[src/rtl/priority_decoder.sv]
// priority_decoder
// Receive-side companion to the priority encoder. Takes the encoder's one-hot
// leftmost/rightmost vectors, turns them into binary indices, a span count and
// a contiguous range mask. Every beat is checked for a malformed one-hot pair,
// and errored beats are counted in a saturating counter. Two register stages,
// one beat per cycle, no backpressure.
//
// Ports:
//   clk_i          rising-edge clock
//   srst_i         synchronous reset, active-low
//   data_left_i    one-hot of the most-significant set bit (or zero)
//   data_right_i   one-hot of the least-significant set bit (or zero)
//   data_val_i     input beat qualifier
//   idx_left_o     binary index of the left bit
//   idx_right_o    binary index of the right bit
//   count_o        idx_left - idx_right + 1 (0 for empty/errored beats)
//   range_mask_o   ones from idx_right through idx_left inclusive
//   empty_o        beat carried two all-zero vectors
//   err_o          beat was malformed
//   data_val_o     output qualifier
//   err_cnt_o      saturating count of errored valid beats
module priority_decoder #(
  parameter int WIDTH = 16,
  parameter int IDX_W = $clog2(WIDTH),
  parameter int CNT_W = 16
) (
  input  logic             clk_i,
  input  logic             srst_i,
  input  logic [WIDTH-1:0] data_left_i,
  input  logic [WIDTH-1:0] data_right_i,
  input  logic             data_val_i,
  output logic [IDX_W-1:0] idx_left_o,
  output logic [IDX_W-1:0] idx_right_o,
  output logic [IDX_W:0]   count_o,
  output logic [WIDTH-1:0] range_mask_o,
  output logic             empty_o,
  output logic             err_o,
  output logic             data_val_o,
  output logic [CNT_W-1:0] err_cnt_o
);

  localparam logic [WIDTH-1:0] ONE = WIDTH'(1);

  typedef enum logic [1:0] {
    BEAT_NORMAL,
    BEAT_EMPTY,
    BEAT_ERR
  } beat_e;

  // Stage 1: input capture. Data is registered every cycle; only the valid
  // is cleared by reset since data without a valid is ignored downstream.
  logic [WIDTH-1:0] s1_left;
  logic [WIDTH-1:0] s1_right;
  logic             s1_val;

  always_ff @(posedge clk_i) begin
    s1_left  <= data_left_i;
    s1_right <= data_right_i;
  end

  always_ff @(posedge clk_i) begin
    if (!srst_i) begin
      s1_val <= 1'b0;
    end else begin
      s1_val <= data_val_i;
    end
  end

  // One-hot to binary: each index bit is the OR of all input bits whose
  // position has that bit set. Multi-hot inputs produce garbage here, which
  // the classification below catches.
  logic [IDX_W-1:0] idx_l;
  logic [IDX_W-1:0] idx_r;

  always_comb begin
    idx_l = '0;
    idx_r = '0;
    for (int unsigned i = 0; i < WIDTH; i++) begin
      if (s1_left[i])  idx_l = idx_l | i[IDX_W-1:0];
      if (s1_right[i]) idx_r = idx_r | i[IDX_W-1:0];
    end
  end

  // x & (x-1) clears the lowest set bit; anything left means >1 bit set.
  logic multi_l;
  logic multi_r;
  logic zero_l;
  logic zero_r;

  assign multi_l = |(s1_left  & (s1_left  - ONE));
  assign multi_r = |(s1_right & (s1_right - ONE));
  assign zero_l  = (s1_left  == '0);
  assign zero_r  = (s1_right == '0);

  // Bits strictly below right, and bits up to and including left.
  // left | (left - 1) equals (left << 1) - 1 for a one-hot left, but never
  // needs the extra carry bit when left is the top bit.
  logic [WIDTH-1:0] below_r;
  logic [WIDTH-1:0] upto_l;
  logic [WIDTH-1:0] mask;
  logic [IDX_W:0]   span;

  assign below_r = s1_right - ONE;
  assign upto_l  = s1_left | (s1_left - ONE);
  assign mask    = upto_l & ~below_r;
  assign span    = ({1'b0, idx_l} - {1'b0, idx_r}) + (IDX_W+1)'(1);

  beat_e beat;

  always_comb begin
    beat = BEAT_NORMAL;
    if (multi_l || multi_r || (zero_l != zero_r) || (idx_l < idx_r)) begin
      beat = BEAT_ERR;
    end else if (zero_l) begin
      beat = BEAT_EMPTY;
    end
  end

  // Stage 2: outputs update only on a valid beat and hold otherwise.
  always_ff @(posedge clk_i) begin
    if (!srst_i) begin
      idx_left_o   <= '0;
      idx_right_o  <= '0;
      count_o      <= '0;
      range_mask_o <= '0;
      empty_o      <= 1'b0;
      err_o        <= 1'b0;
      data_val_o   <= 1'b0;
      err_cnt_o    <= '0;
    end else begin
      data_val_o <= s1_val;
      if (s1_val) begin
        unique case (beat)
          BEAT_NORMAL: begin
            idx_left_o   <= idx_l;
            idx_right_o  <= idx_r;
            count_o      <= span;
            range_mask_o <= mask;
            empty_o      <= 1'b0;
            err_o        <= 1'b0;
          end
          BEAT_EMPTY: begin
            idx_left_o   <= '0;
            idx_right_o  <= '0;
            count_o      <= '0;
            range_mask_o <= '0;
            empty_o      <= 1'b1;
            err_o        <= 1'b0;
          end
          default: begin
            idx_left_o   <= '0;
            idx_right_o  <= '0;
            count_o      <= '0;
            range_mask_o <= '0;
            empty_o      <= 1'b0;
            err_o        <= 1'b1;
            if (err_cnt_o != '1) err_cnt_o <= err_cnt_o + CNT_W'(1);
          end
        endcase
      end
    end
  end

endmodule

[config.mk]
export PLATFORM = sky130hd
export DESIGN_NAME = priority_decoder
export DESIGN_NICKNAME = d
export VERILOG_FILES = /design/src/rtl/priority_decoder.sv
export SDC_FILE = /design/constraint.sdc
export NUM_CORES = 1
export LEC_CHECK = 0
export ABC_CLOCK_PERIOD_IN_PS = 6810
export CORE_ASPECT_RATIO = 1.2
export CORE_MARGIN = 4
export CORE_UTILIZATION = 40
export CTS_BUF_LIST = sky130_fd_sc_hd__clkbuf_16
export DETAILED_ROUTE_END_ITERATION = 8
export PLACE_DENSITY = 0.66
export SLEW_MARGIN = 20
export SYNTH_ARGS = -nofsm -noshare
export SYNTH_HDL_FRONTEND = slang
export SYNTH_SLANG_ARGS = --single-unit
[constraint.sdc]
create_clock -name clk_i -period 6.81 [get_ports clk_i]
set_input_delay 1.0215 -clock clk_i [delete_from_list [all_inputs] [get_ports clk_i]]
set_output_delay 1.0215 -clock clk_i [all_outputs]
set_load 0.02 [all_outputs]
Word-level counts from Yosys, hierarchy flattened:

Index checks and enable logic that the tools add are counted.

* add/sub/neg operators: 5
* multipliers: 0
* div/mod/pow operators: 0
* magnitude comparators: 1
* equality and inequality tests: 3
* shifts and indexed selects: 0
* muxes and demuxes: 38
* bitwise logic cells: 6
* reductions and logical operators: 10

Operators with widths (count)
* $mux 4: 18
* $and 16x16->16: 3
* $logic_not 16->1: 2
* $reduce_or 16->1: 2
* $sub 16x1->16 const B: 2
* $mux 3: 8
* $add 16x1->16 const B: 1
* $mux 16: 1
* $ne 16x16->1 const B: 1
* $not 16->16: 1
* $or 16x16->16: 1
* $mux 2: 5
* $add 5x1->5 const B: 1
* $mux 1: 5
* $mux 5: 1
* $sub 4x4->5: 1
* $lt 4x4->1: 1
* $logic_or 1x1->1: 3
* $reduce_and 3->1: 1
* $eq 2x1->1 const B: 1
* $logic_not 2->1: 1
* $reduce_or 2->1: 1
* $ne 1x1->1: 1
* $not 1->1: 1

* bits in registers: 81
* bits in latches: 0
* memory bits (writable): 0
* ROM bits: 0
* input port bits: 35
* output and inout port bits: 48
* word-level logic and storage cells: 74
* memories: 0

Depth between registers and ports, before layout:

* depth after elaboration: 22
* mapped depth: 17
* gate-level depth less buffers: 15

Least setup slack after synthesis:

OpenSTA, ideal clock, no wires.

* path kind: reg2reg
* from: reg s1_right[4]
* to: reg err_cnt_o[11]
* library setup time: 115 ps
* arrival time: 3569 ps
* required time: 6695 ps
* slack: 3126 ps
* cell stages (with the launch flop): 17
* buffers on the path: 2
* period minus slack after synthesis: 3684 ps
* cell sequence: dfxtp_1 > nor3_1 > nand2_1 > or3_1 > or3_1 > or3_1 > or3_1 > ha_1 > nor4_1 > nand2_1 > a211o_1 > nor4_4 > and2_4 > buf_12 > buf_8 > nor4_1 > o21a_1

* word-level cells in the longest chain between the ends: 19
* elaborated cells between the ends (all ways): 27
* those cells by class: 1 x add/sub; 1 x order compare; 2 x eq/ne; 13 x mux; 2 x bitwise; 8 x reduce/logical

RTL lines
* start, declared: line 53 `logic [WIDTH-1:0] s1_right;`
* start signal, assigned: line 58 `s1_right <= data_right_i;`
* $mux 3 (4 in a row): line 80 `if (s1_right[i]) idx_r = idx_r | i[IDX_W-1:0];`
* $mux 4 (8 in a row): line 80
* $lt 4x4->1: line 112 `if (multi_l || multi_r || (zero_l != zero_r) || (idx_l < idx_r)) begin`
* $logic_or 1x1->1 (*): line 112
* $mux 2 (*): line 112
* $eq 2x1->1 / $logic_not 2->1 (equally long branches): line 133 `unique case (beat)`
* $reduce_or 2->1 (no line) (*)
* $not 1->1 (no line) (*)
* $reduce_and 3->1 (no line) (*)
* end signal, assigned: line 157 `if (err_cnt_o != '1) err_cnt_o <= err_cnt_o + CNT_W'(1);`
* end, declared: line 39 `output logic [CNT_W-1:0] err_cnt_o`

Every way passes the cells marked *; elsewhere a longest branch is shown, timed or not.
A chain may end at the register's enable or synchronous reset.

Worst setup path after layout:

* from: reg s1_right[0]
* to: reg range_mask_o[15]

* word-level cells in the longest chain between the ends: 9
* elaborated cells between the ends (all ways): 13
* those cells by class: 1 x add/sub; 1 x eq/ne; 2 x mux; 3 x bitwise; 6 x reduce/logical

RTL lines
* $sub 16x1->16: line 91, 103
* $and 16x16->16: line 91 `assign multi_r = |(s1_right & (s1_right - ONE));`
* $reduce_or 16->1: line 91
* $logic_or 1x1->1 (3 in a row): line 112
* $mux 2: line 112
* $logic_not 2->1: line 133
* $mux 16 (*): line 133
* end signal, assigned: line 138 `range_mask_o <= mask;`
* end, declared: line 35 `output logic [WIDTH-1:0] range_mask_o,`

Marks and branches as above.

==> metrics.yaml <==
clocking:
  cts_inserted_buffers: 9
  clk_pin_slew_ns: 0.06
  cts.sinks: 81
  cts_buffer_depth: 2
  ctsHoldBuffers: 0
  post-cts-setup-buffers: 0
  htreeDepth: 3
  cts_tree: "yes"
  clk_latency_ns: 0.34
  cts-root-buf: "clkbuf_16"
  cts_resized: 0
synth:
  synth_edf_count: 0
  synth_top_family_by_area: "simple AND/OR/NAND/NOR gates"
  synth_seq_area_share_pct: 44.89
  syn_area_per_cell_sq_um: 9.168
  synthXorXnorAreaFrac_pct: 1.212
  synth_nets: 457
  synth_cells: 394
  synth-seq-cells: 81
  synth_simple_gate_area_share_pct: 24.49
  syn_area_sq_mm: 0.003612
  synth_compound_area_share_pct: 14.58
  synth-adder-area-share_pct: 10.39
  synthArstFlopShare_pct: 0
  synth_cell_types: 53
  ys.flop_type: "dfxtp_1"
  ys_warn_count: 0
  synthMuxAreaShare_pct: 0.2771
place:
  dp_hpwl_um: 6978
  dp.cells: 583
  gp_congestion: 0.8031
  io_buffers: 82
  place_area_sq_mm: 0.004512
layout:
  fin_area_sq_mm: 0.004787
  layout-drive-gt1-share_pct: 4.792
  fin_cells: 597
  final_common_cell: "clkdlybuf4s50_1"
  num_antenna_cells: 0
  finalNetCount: 540
  final_cell_mix: "clkdlybuf4s50_1 (82), dfxtp_1 (81), nand2_1 (50), ha_1 (26), o21ai_0 (24)"
  area_delta_synth_final_pct: 32.53
power:
  vdd_drop_max_uv: 132.4
  p_leak_nw: 1.705
  power_w: 0.001015
  power_per_cell_area_mw_per_mm2: 212.0
route:
  routed_wl_um: 9115
  drt-wirelength-per-cell_um: 15.27
  ant_nets: 0
  first_pass_iters: 4
  vias_per_cell: 5.343
  drtIter0Drc: 267
  num_vias: 3190
  drt_drc_violations_left: 0
sta:
  slew_violations: 0
  clock_skew_ns: 0.005076
  fin_setup_tns_ns: 0
  tightest_slew_ns: 0.8678
  fin_crit_ns: 3.912
  timing.fmax_ghz: 0.2556
  fin_crit_sh_pct: 57.44
  setup_viol: 0
  hold_viol: 0
  fin_hold_ws_ns: 0.4349
  max-slew-margin-rel_pct: 41.51
  rsz0062_at_grt: "false"
critical_path:
  cp-start-kind: "flip-flop"
  worstReg2RegStart: "s1_right[0]$_DFF_P_"
  path_max_fanout: 24
  arrival_ns: 4.16
  end_kind: "flip-flop"
  critPathRequiredTime_ns: 7.06
  critPathKind: "flip-flop to flip-flop"
  worstSetupStartpoint: "s1_right[0]$_DFF_P_"
grt:
  antenna_found_initial: 0
  grt_pass1_vias: 3077
  grt_overflow: 0
  track_usage_pct: 17.93
  grt_max_degree: 31
  grt_pass1_wl_um: 14990
floorplanning:
  die_area_sq_mm: 0.01062
  rows: 37
  die_x_um: 94.75
  io_pins: 83
  coreArea_sq_mm: 0.008703
  start_util_pct: 41.50
  chipHeight_um: 112.1
min_path:
  hold_start: "count_o[0]$_SDFFE_PN0P_"
  min_path_type: "flip-flop to flip-flop"
outcome:
  status: "finished, final reports clean"
job:
  cap_violations: 0
[worst max-delay path, stage by stage (launching register included)]
cell and delay [ns]:
dfxtp_1 0.34, nor3_1 0.18, nand2_1 0.09, or3_1 0.32, or3_1 0.33, or3_1 0.35
or3_1 0.32, ha_1 0.18, nor4_1 0.22, nand2_1 0.08, a211o_1 0.32, nor4_4 0.33
and2_4 0.36, nand2_4 0.12, o31ai_1 0.26
[registers in the layout, indices dropped and copies added (netlist names)]
signal	cells
empty_o	1
idx_right_o	4
range_mask_o	16
idx_left_o	4
err_o	1
err_cnt_o	16
data_val_o	1
count_o	5
s1_val	1
s1_left	16
s1_right	16
[layout make-up]
| class | count | area, sq um |
|---|---|---|
| clock buffers | 9 | 225.2 |
| clock inverters | 5 | 50.05 |
| fillers | 814 | 3916 |
| inverters | 20 | 75.07 |
| multi-input cells | 282 | 1841 |
| flip-flops and latches | 81 | 1622 |
| well taps | 117 | 146.4 |
| repair buffers | 83 | 828.3 |
[cells by family after synthesis]
kind of cell               Yosys count
xor gates and xnor gates             5
DFF                                 81
muxes                                1
buffers and inverters               31
adders and majority gates           29
AOI/OAI and AO/OA                   84
and+or+nand+nor                    163
[stage by stage]
stage / util (%) / setup WS, ns
after floorplan: - / 3.126
after global placement: 51.84 / 2.989
after detailed placement: 51.84 / 2.913
after CTS: 55.00 / 2.876
after global routing: 55.00 / 2.635
final: 55.00 / 2.898
[where the power goes]
part	internal (W)	switching (W)
Clock	0.000276	0.000177
Combinational	0.0000322	0.0000265
Sequential	0.000486	0.0000169
[path summary, 6_finish.rpt]
kind	cells after the start	slack, ns	end
worst max-delay path	14	2.90	range_mask_o[15]$_SDFFE_PN0P_
worst min register to register	2	0.43	count_o[0]$_SDFFE_PN0P_
worst max register to register	14	2.90	range_mask_o[15]$_SDFFE_PN0P_
worst min-delay path	2	0.43	count_o[0]$_SDFFE_PN0P_
[synthesized netlist by cell type, drive strengths merged (5+ instances only)]
master	n	area [sq um]
or3	15	93.84
nor2	21	78.83
inv	20	75.07
nand3	12	60.06
nand4	5	31.28
nand2	52	205.2
o31ai	13	97.59
a21oi	14	73.82
nor3	13	70.07
nor4	17	133.9
or4	10	75.07
buf	5	52.55
clkbuf	6	22.52
o21ai	38	190.2
dfxtp	81	1622
and2	6	40.04
ha	26	325.3
[metal layers]
metal	global-route usage (%)	routed length, um	vias to the layer above
met1	22.76	4043	1469
li1	-	-	1609
met5	0	0	-
met2	28.36	4337	91
met3	3.887	518	21
met4	9.143	215	0
Power figures use the tool's default switching activity.
